<file path="src/rtl/encoder4to2_arb_pkg.sv">
// Shared types and helpers for the 4-to-2 request encoder/arbiter.
// Request count, index width, FSM state type and the index-to-mask helper.
package encoder_pkg;

   localparam int N_REQ = 4;
   localparam int IDX_W = 2;

   typedef enum logic {
      IDLE = 1'b0,
      HOLD = 1'b1
   } state_t;

   // One-hot mask with only the bit for idx set.
   function automatic logic [N_REQ-1:0] idx_to_mask(input logic [IDX_W-1:0] idx);
      logic [N_REQ-1:0] mask;
      mask      = '0;
      mask[idx] = 1'b1;
      return mask;
   endfunction

endpackage

</file>
<file path="src/rtl/encoder4to2_arb_if.sv">
// Valid/ready handshake carrying the encoded index {A,B}.
// The encoder drives valid/A/B through the master modport.
// The consumer drives ready through the slave modport.
interface encoder4to2_arb_if;

   logic valid;
   logic ready;
   logic A;
   logic B;

   modport master (output valid, output A, output B, input ready);
   modport slave  (input valid, input A, input B, output ready);

endinterface

</file>
<file path="src/rtl/encoder4to2_arb_prio_pick.sv">
// Combinational selector that picks one index from the pending vector.
// With ENC_ROUND_ROBIN_EN defined, the search starts at ptr+1 and wraps from 3 to 0.
// Without the macro, selection is fixed priority with index 3 highest, and ptr is ignored.
module prio_pick
   import encoder_pkg::*;
(
   input  logic [N_REQ-1:0] pend,
   input  logic [IDX_W-1:0] ptr,
   output logic             any,
   output logic [IDX_W-1:0] idx
);

   assign any = |pend;

`ifdef ENC_ROUND_ROBIN_EN
   // Walk the offsets from farthest to nearest so the nearest candidate after ptr wins.
   // An offset of N_REQ wraps back onto ptr itself, which makes ptr the last choice.
   always_comb begin
      idx = '0;
      for (int off = N_REQ; off >= 1; off--) begin
         if (pend[ptr + IDX_W'(off)]) idx = ptr + IDX_W'(off);
      end
   end
`else
   logic unused_ptr;
   assign unused_ptr = ^ptr;

   // Ascending scan, so the highest set index is the one that remains.
   always_comb begin
      idx = '0;
      for (int i = 0; i < N_REQ; i++) begin
         if (pend[i]) idx = IDX_W'(i);
      end
   end
`endif

endmodule

</file>
<file path="src/rtl/encoder4to2_arb.sv">
// Sequential 4-to-2 encoder with arbitration.
// Request lines Y3..Y0 collect into a pending register. Each pending request is then
// emitted as an index {A,B} over a valid/ready handshake, one index per accepted cycle.
// Define ENC_ROUND_ROBIN_EN for round-robin selection. The default build uses fixed priority.
module encoder4to2_arb
   import encoder_pkg::*;
#(
   parameter logic [IDX_W-1:0] PTR_INIT = 2'b11
) (
   input  logic              clk,
   input  logic              rst_n,
   input  logic              en,
   input  logic              Y3,
   input  logic              Y2,
   input  logic              Y1,
   input  logic              Y0,
   encoder4to2_arb_if.master bus,
   output logic [N_REQ-1:0]  pend,
   output logic              ovf
);

   state_t           state;
   logic [IDX_W-1:0] ptr;
   logic [IDX_W-1:0] pick_idx;
   logic             pick_any;
   logic             take;
   logic             grant;
   logic [N_REQ-1:0] req;
   logic [N_REQ-1:0] grant_mask;
   logic [N_REQ-1:0] pend_next;
   logic             ovf_hit;

   prio_pick u_pick (
      .pend (pend),
      .ptr  (ptr),
      .any  (pick_any),
      .idx  (pick_idx)
   );

   // Work out this cycle's grant and the next pending set, using only registered pend.
   always_comb begin
      // NOTE: every signal gets a value on every path through this block, so no latch is inferred.
      req        = en ? {Y3, Y2, Y1, Y0} : '0;
      take       = (state == IDLE) || bus.ready;
      grant      = take && pick_any;
      grant_mask = grant ? idx_to_mask(pick_idx) : '0;
      // A bit that is granted and re-requested in the same cycle stays set as a fresh request.
      pend_next  = (pend & ~grant_mask) | req;
      ovf_hit    = |(req & pend & ~grant_mask);
   end

   // Pending/overflow/pointer registers plus the handshake FSM and its registered outputs.
   always_ff @(posedge clk or negedge rst_n) begin
      if (!rst_n) begin
         state     <= IDLE;
         pend      <= '0;
         ovf       <= 1'b0;
         ptr       <= PTR_INIT;
         bus.valid <= 1'b0;
         bus.A     <= 1'b0;
         bus.B     <= 1'b0;
      end else begin
         // NOTE: use non-blocking assignments here, so every register samples pre-edge values.
         pend <= pend_next;
         if (ovf_hit) ovf <= 1'b1;
         case (state)
            IDLE: begin
               if (grant) begin
                  {bus.A, bus.B} <= pick_idx;
                  bus.valid      <= 1'b1;
                  ptr            <= pick_idx;
                  state          <= HOLD;
               end
            end
            HOLD: begin
               if (bus.ready) begin
                  if (grant) begin
                     {bus.A, bus.B} <= pick_idx;
                     ptr            <= pick_idx;
                  end else begin
                     bus.valid <= 1'b0;
                     state     <= IDLE;
                  end
               end
            end
            default: state <= IDLE;
         endcase
      end
   end

endmodule

</file>
<file path="src/flat_wrapper.sv">
// flat-port wrapper written by rule: the top's interface ports become plain ports
module encoder4to2_arb_flat import encoder_pkg::*;
#(
   parameter logic [IDX_W-1:0] PTR_INIT = 2'b11
)
  (clk, rst_n, en, Y3, Y2, Y1, Y0, pend, ovf, bus_valid, bus_A, bus_B, bus_ready);
  encoder4to2_arb_if bus_i ();
  input  logic clk;
  input  logic rst_n;
  input  logic en;
  input  logic Y3;
  input  logic Y2;
  input  logic Y1;
  input  logic Y0;
  output logic [N_REQ-1:0] pend;
  output logic ovf;
  output wire logic [$bits(bus_i.valid)-1:0] bus_valid;
  output wire logic [$bits(bus_i.A)-1:0] bus_A;
  output wire logic [$bits(bus_i.B)-1:0] bus_B;
  input wire logic [$bits(bus_i.ready)-1:0] bus_ready;
  assign bus_valid = bus_i.valid;
  assign bus_A = bus_i.A;
  assign bus_B = bus_i.B;
  assign bus_i.ready = bus_ready;
  encoder4to2_arb #(.PTR_INIT(PTR_INIT)) u_core (.clk(clk), .rst_n(rst_n), .en(en), .Y3(Y3), .Y2(Y2), .Y1(Y1), .Y0(Y0), .bus(bus_i), .pend(pend), .ovf(ovf));
endmodule
</file>
<file path="config.mk">
export PLATFORM = sky130hd
export DESIGN_NAME = encoder4to2_arb_flat
export DESIGN_NICKNAME = d
export VERILOG_FILES = /design/src/rtl/encoder4to2_arb_pkg.sv /design/src/rtl/encoder4to2_arb_if.sv /design/src/rtl/encoder4to2_arb_prio_pick.sv /design/src/rtl/encoder4to2_arb.sv /design/src/flat_wrapper.sv
export SDC_FILE = /design/constraint.sdc
export NUM_CORES = 1
export LEC_CHECK = 0
export ABC_AREA = 1
export CAP_MARGIN = 20
export CORE_AREA = 2 2 39 41
export DETAILED_ROUTE_END_ITERATION = 16
export DIE_AREA = 0 0 41 43
export SLEW_MARGIN = 10
export SYNTH_ARGS = -nofsm -noshare
export SYNTH_HDL_FRONTEND = slang
export SYNTH_SLANG_ARGS = --single-unit
</file>
<file path="constraint.sdc">
create_clock -name clk -period 2.9 [get_ports clk]
set_input_delay 0.435 -clock clk [delete_from_list [all_inputs] [get_ports clk]]
set_output_delay 0.435 -clock clk [all_outputs]
set_load 0.005 [all_outputs]
</file>
==> impl_results.md <==
- Status: complete, no violations
- Hold Path Class: in -> async
- Initial DRC Count: 13
- VDD IR max: approximately 0.00024 V
- Syn avg cell area: 7.971 um^2
- Max-slew violations: 0
- FF-to-FF path depth: 6
- Pwr per Cell Area: 572.9 nW/um^2
- Initial antenna violation count: 0
- # setup viols final: 0
- Area of the mapped netlist: 430.4 um^2
- CTS Hold Bufs: 0
- Number of max-cap violations: 0
- Sink Count: 9
- First-pass GRT wire length: 1442 um
- Worst Setup Start Kind: register
- Die area: 1763 um^2
- Total CTS buffers: 3
- FF-to-FF End: u_core.ovf$_DFFE_PN0P_
- Std cell rows: 14
- Clock H-tree levels: 1
- Levels on crit path: 1
- Ports: 16
- Internal power: 255.0 uW
- Sequential area share after synthesis: 0.5233
- Met2 global-route usage: 0.1688
- Worst Path Required: 2.47 ns
- GP Congestion: 0.7645
- CP max stage cell: clkdlybuf4s50_1
- Post-DR vias/cell: approximately 4.4
- DR WL/cell: slightly below 10 um
- Cell count after synthesis: 54
- Clock skew: between 0.005 and 0.006 ns
- Root Buffer: clkbuf_4
- Yosys top cell area share: 0.5233
- Leak Pwr: 0.0003096 uW
- Vias post-DR: 394
- Critical Path Fanout Max: 5
- Critical path class: reg -> out
- Initial core utilization: 0.3110
- Placed instance count: 85
- Hold Violations, Final: 0
- CTS tree: yes
- WL final: 869 um
- Post-route setup TNS: 0 ns
- Period minus WS final: around 1.7 ns
- Layout Cells excl Fill: 89
- Final worst-path cycle share: 0.5802
- Slew HR: 0.7131
- RSZ-0062 raised after global routing: no
- Sw Pwr: 104.1 uW
- Buffer levels on the longest clock path: 2
- Switching Fraction: 0.2898
- Core area: 1384 um^2
- Sequential Power Share: 0.452
- Critical R2R Launch: u_core.pend[3]$_DFF_PN0_
- CP delay by family, top: buffers and inverters
- PortBufs: 15
- Pre-CTS WS: around 1.4 ns
- Post-CTS sizing: 0
- GR peak layer: met2
- Area contributors post-synth: dfrtp_1, nand2_1, inv_1, nor2_1, nand3_1
- Combinational power share: 0.266
- Post-synthesis net count: 62
- Critical Path Start: u_core.pend[2]$_DFF_PN0_
- Gr usage total: 0.1299
- Final net count: 82
- Worst EP arrival: 1.25 ns
- Setup bufs post-CTS: 0
- Most common cell after layout, fill and taps aside: nand2_1
- Pin count of the biggest net entering global routing: 10
- Die width: about 40 um
- Reg clk slew, reported paths: 0.07 ns
- Commonest cells after routing, fill and taps aside: nand2_1, clkdlybuf4s50_1, dfrtp_1
- Clock latency on the worst-skew pair: 0.27 ns
- Cells along the critical path: clkdlybuf4s50_1
- Yosys top cell by area: dfrtp_1
- Vias in the first global route: ~370
- GR Layer Usage met1: 0.1567
- FF+latch count, synth: 9
- CP Capture Type: output port
- Fmax achieved: 594.3 MHz
- Clk pwr share: 0.282
- Post-DP HPWL: roughly 660 um
- Antenna-violating nets left: 0
- CP peak stage delay: 0.53 ns
- Buffers plus inverters on the worst setup path: 1
- Slack of the critical path: roughly 1.2 ns
- Layout cells sized above 1: 0.09589
- Met3 Track Usage GR: 0.03141
- Die Span Y: between 40 and 50 um
- Worst setup path end: pend[2]
- Detailed-router iteration count before antenna repair: 4
- Yosys cell types: 12
- Grt ovf: 0
- Synth Warn #: 0
- R2R Setup Slk: 1.85 ns
- Worst Max-Slew Pin Slew: between 0.4 and 0.5 ns
- DR DRC count: 0
- Area Overhead vs Synth: 45.64%
- Ant. Diodes: 0
==> registers in the layout (all words and copies together) (netlist names) <==
signal            cells
u_core.pend           4
u_core.state          1
u_core.ovf            1
u_core.bus.A          1
u_core.bus.B          1
u_core.bus.valid      1
==> cell usage after synthesis <==
library cell	number
dfrtp_1	9
nand4_1	1
nor2_4	1
nand3_1	4
o21ai_1	2
nand3_2	1
inv_1	8
o21ai_0	2
nand2_2	1
nand2_4	1
nand2_1	18
nor2_1	6
==> power by group through the flow <==
stage / clock network (uW) / registers [uW] / logic (uW)
2_1_floorplan: 0 / 166 / 35.9
3_3_place_gp: 0 / 165 / 95.2
3_5_place_dp: 0 / 165 / 96.1
4_1_cts: 103 / 163 / 96.4
5_1_grt: 110 / 166 / 108
6_report: 101 / 162 / 95.5
==> final cells by class <==
cell class	instances	area [um^2]
fill	153	757.0
sequential	9	225.2
multi-input combinational	37	175.2
timing repair buffer	15	150.1
inverter	8	30.03
clock buffer	4	26.28
tap	16	20.02
==> metrics by stage <==
| stage | power [uW] | hold WS (ns) | util | cell area [um^2] |
|---|---|---|---|---|
| after floorplan | 201.8 | 0.1394 | - | 430.4 |
| after global routing | 384.3 | 0.4979 | 0.4530 | 626.9 |
| after global placement | 260.1 | 0.4713 | 0.4340 | 600.6 |
| after CTS | 362.0 | 0.4881 | 0.4530 | 626.9 |
| final | 359.1 | 0.4684 | 0.4530 | 626.9 |
| after detailed placement | 261.3 | 0.4787 | 0.4340 | 600.6 |
==> worst min-delay path by stage <==
| stage | start | slack [ns] | cells past startpoint | end |
|---|---|---|---|---|
| final | rst_n | 0.47 | 1 | u_core.bus.B$_DFFE_PN0P_ |
| after CTS | rst_n | 0.49 | 1 | u_core.bus.B$_DFFE_PN0P_ |
| after floorplan | rst_n | 0.14 | 0 | u_core.bus.A$_DFFE_PN0P_ |
| after detailed placement | u_core.bus.A$_DFFE_PN0P_ | 0.48 | 2 | u_core.bus.A$_DFFE_PN0P_ |
| after global placement | u_core.bus.A$_DFFE_PN0P_ | 0.47 | 2 | u_core.bus.A$_DFFE_PN0P_ |
| after global routing | rst_n | 0.50 | 1 | u_core.pend[3]$_DFF_PN0_ |
==> logic make-up (layout without fill, tap and decap cells) <==
family	Yosys count	count (layout)	share of synthesized area
AO/OA/AOI/OAI	4	4	0.04651
buffers and inverters	8	27	0.06977
flip-flops	9	9	0.5233
AND/OR/NAND/NOR	33	33	0.3605
==> layer usage <==
layer	part of all wire	routed length, um	vias up
met5	0	0	-
met4	0.043	37	0
met3	0.062	54	4
met2	0.45	392	13
met1	0.44	385	173
li1	-	-	204
(Power assumes the default switching activity.)
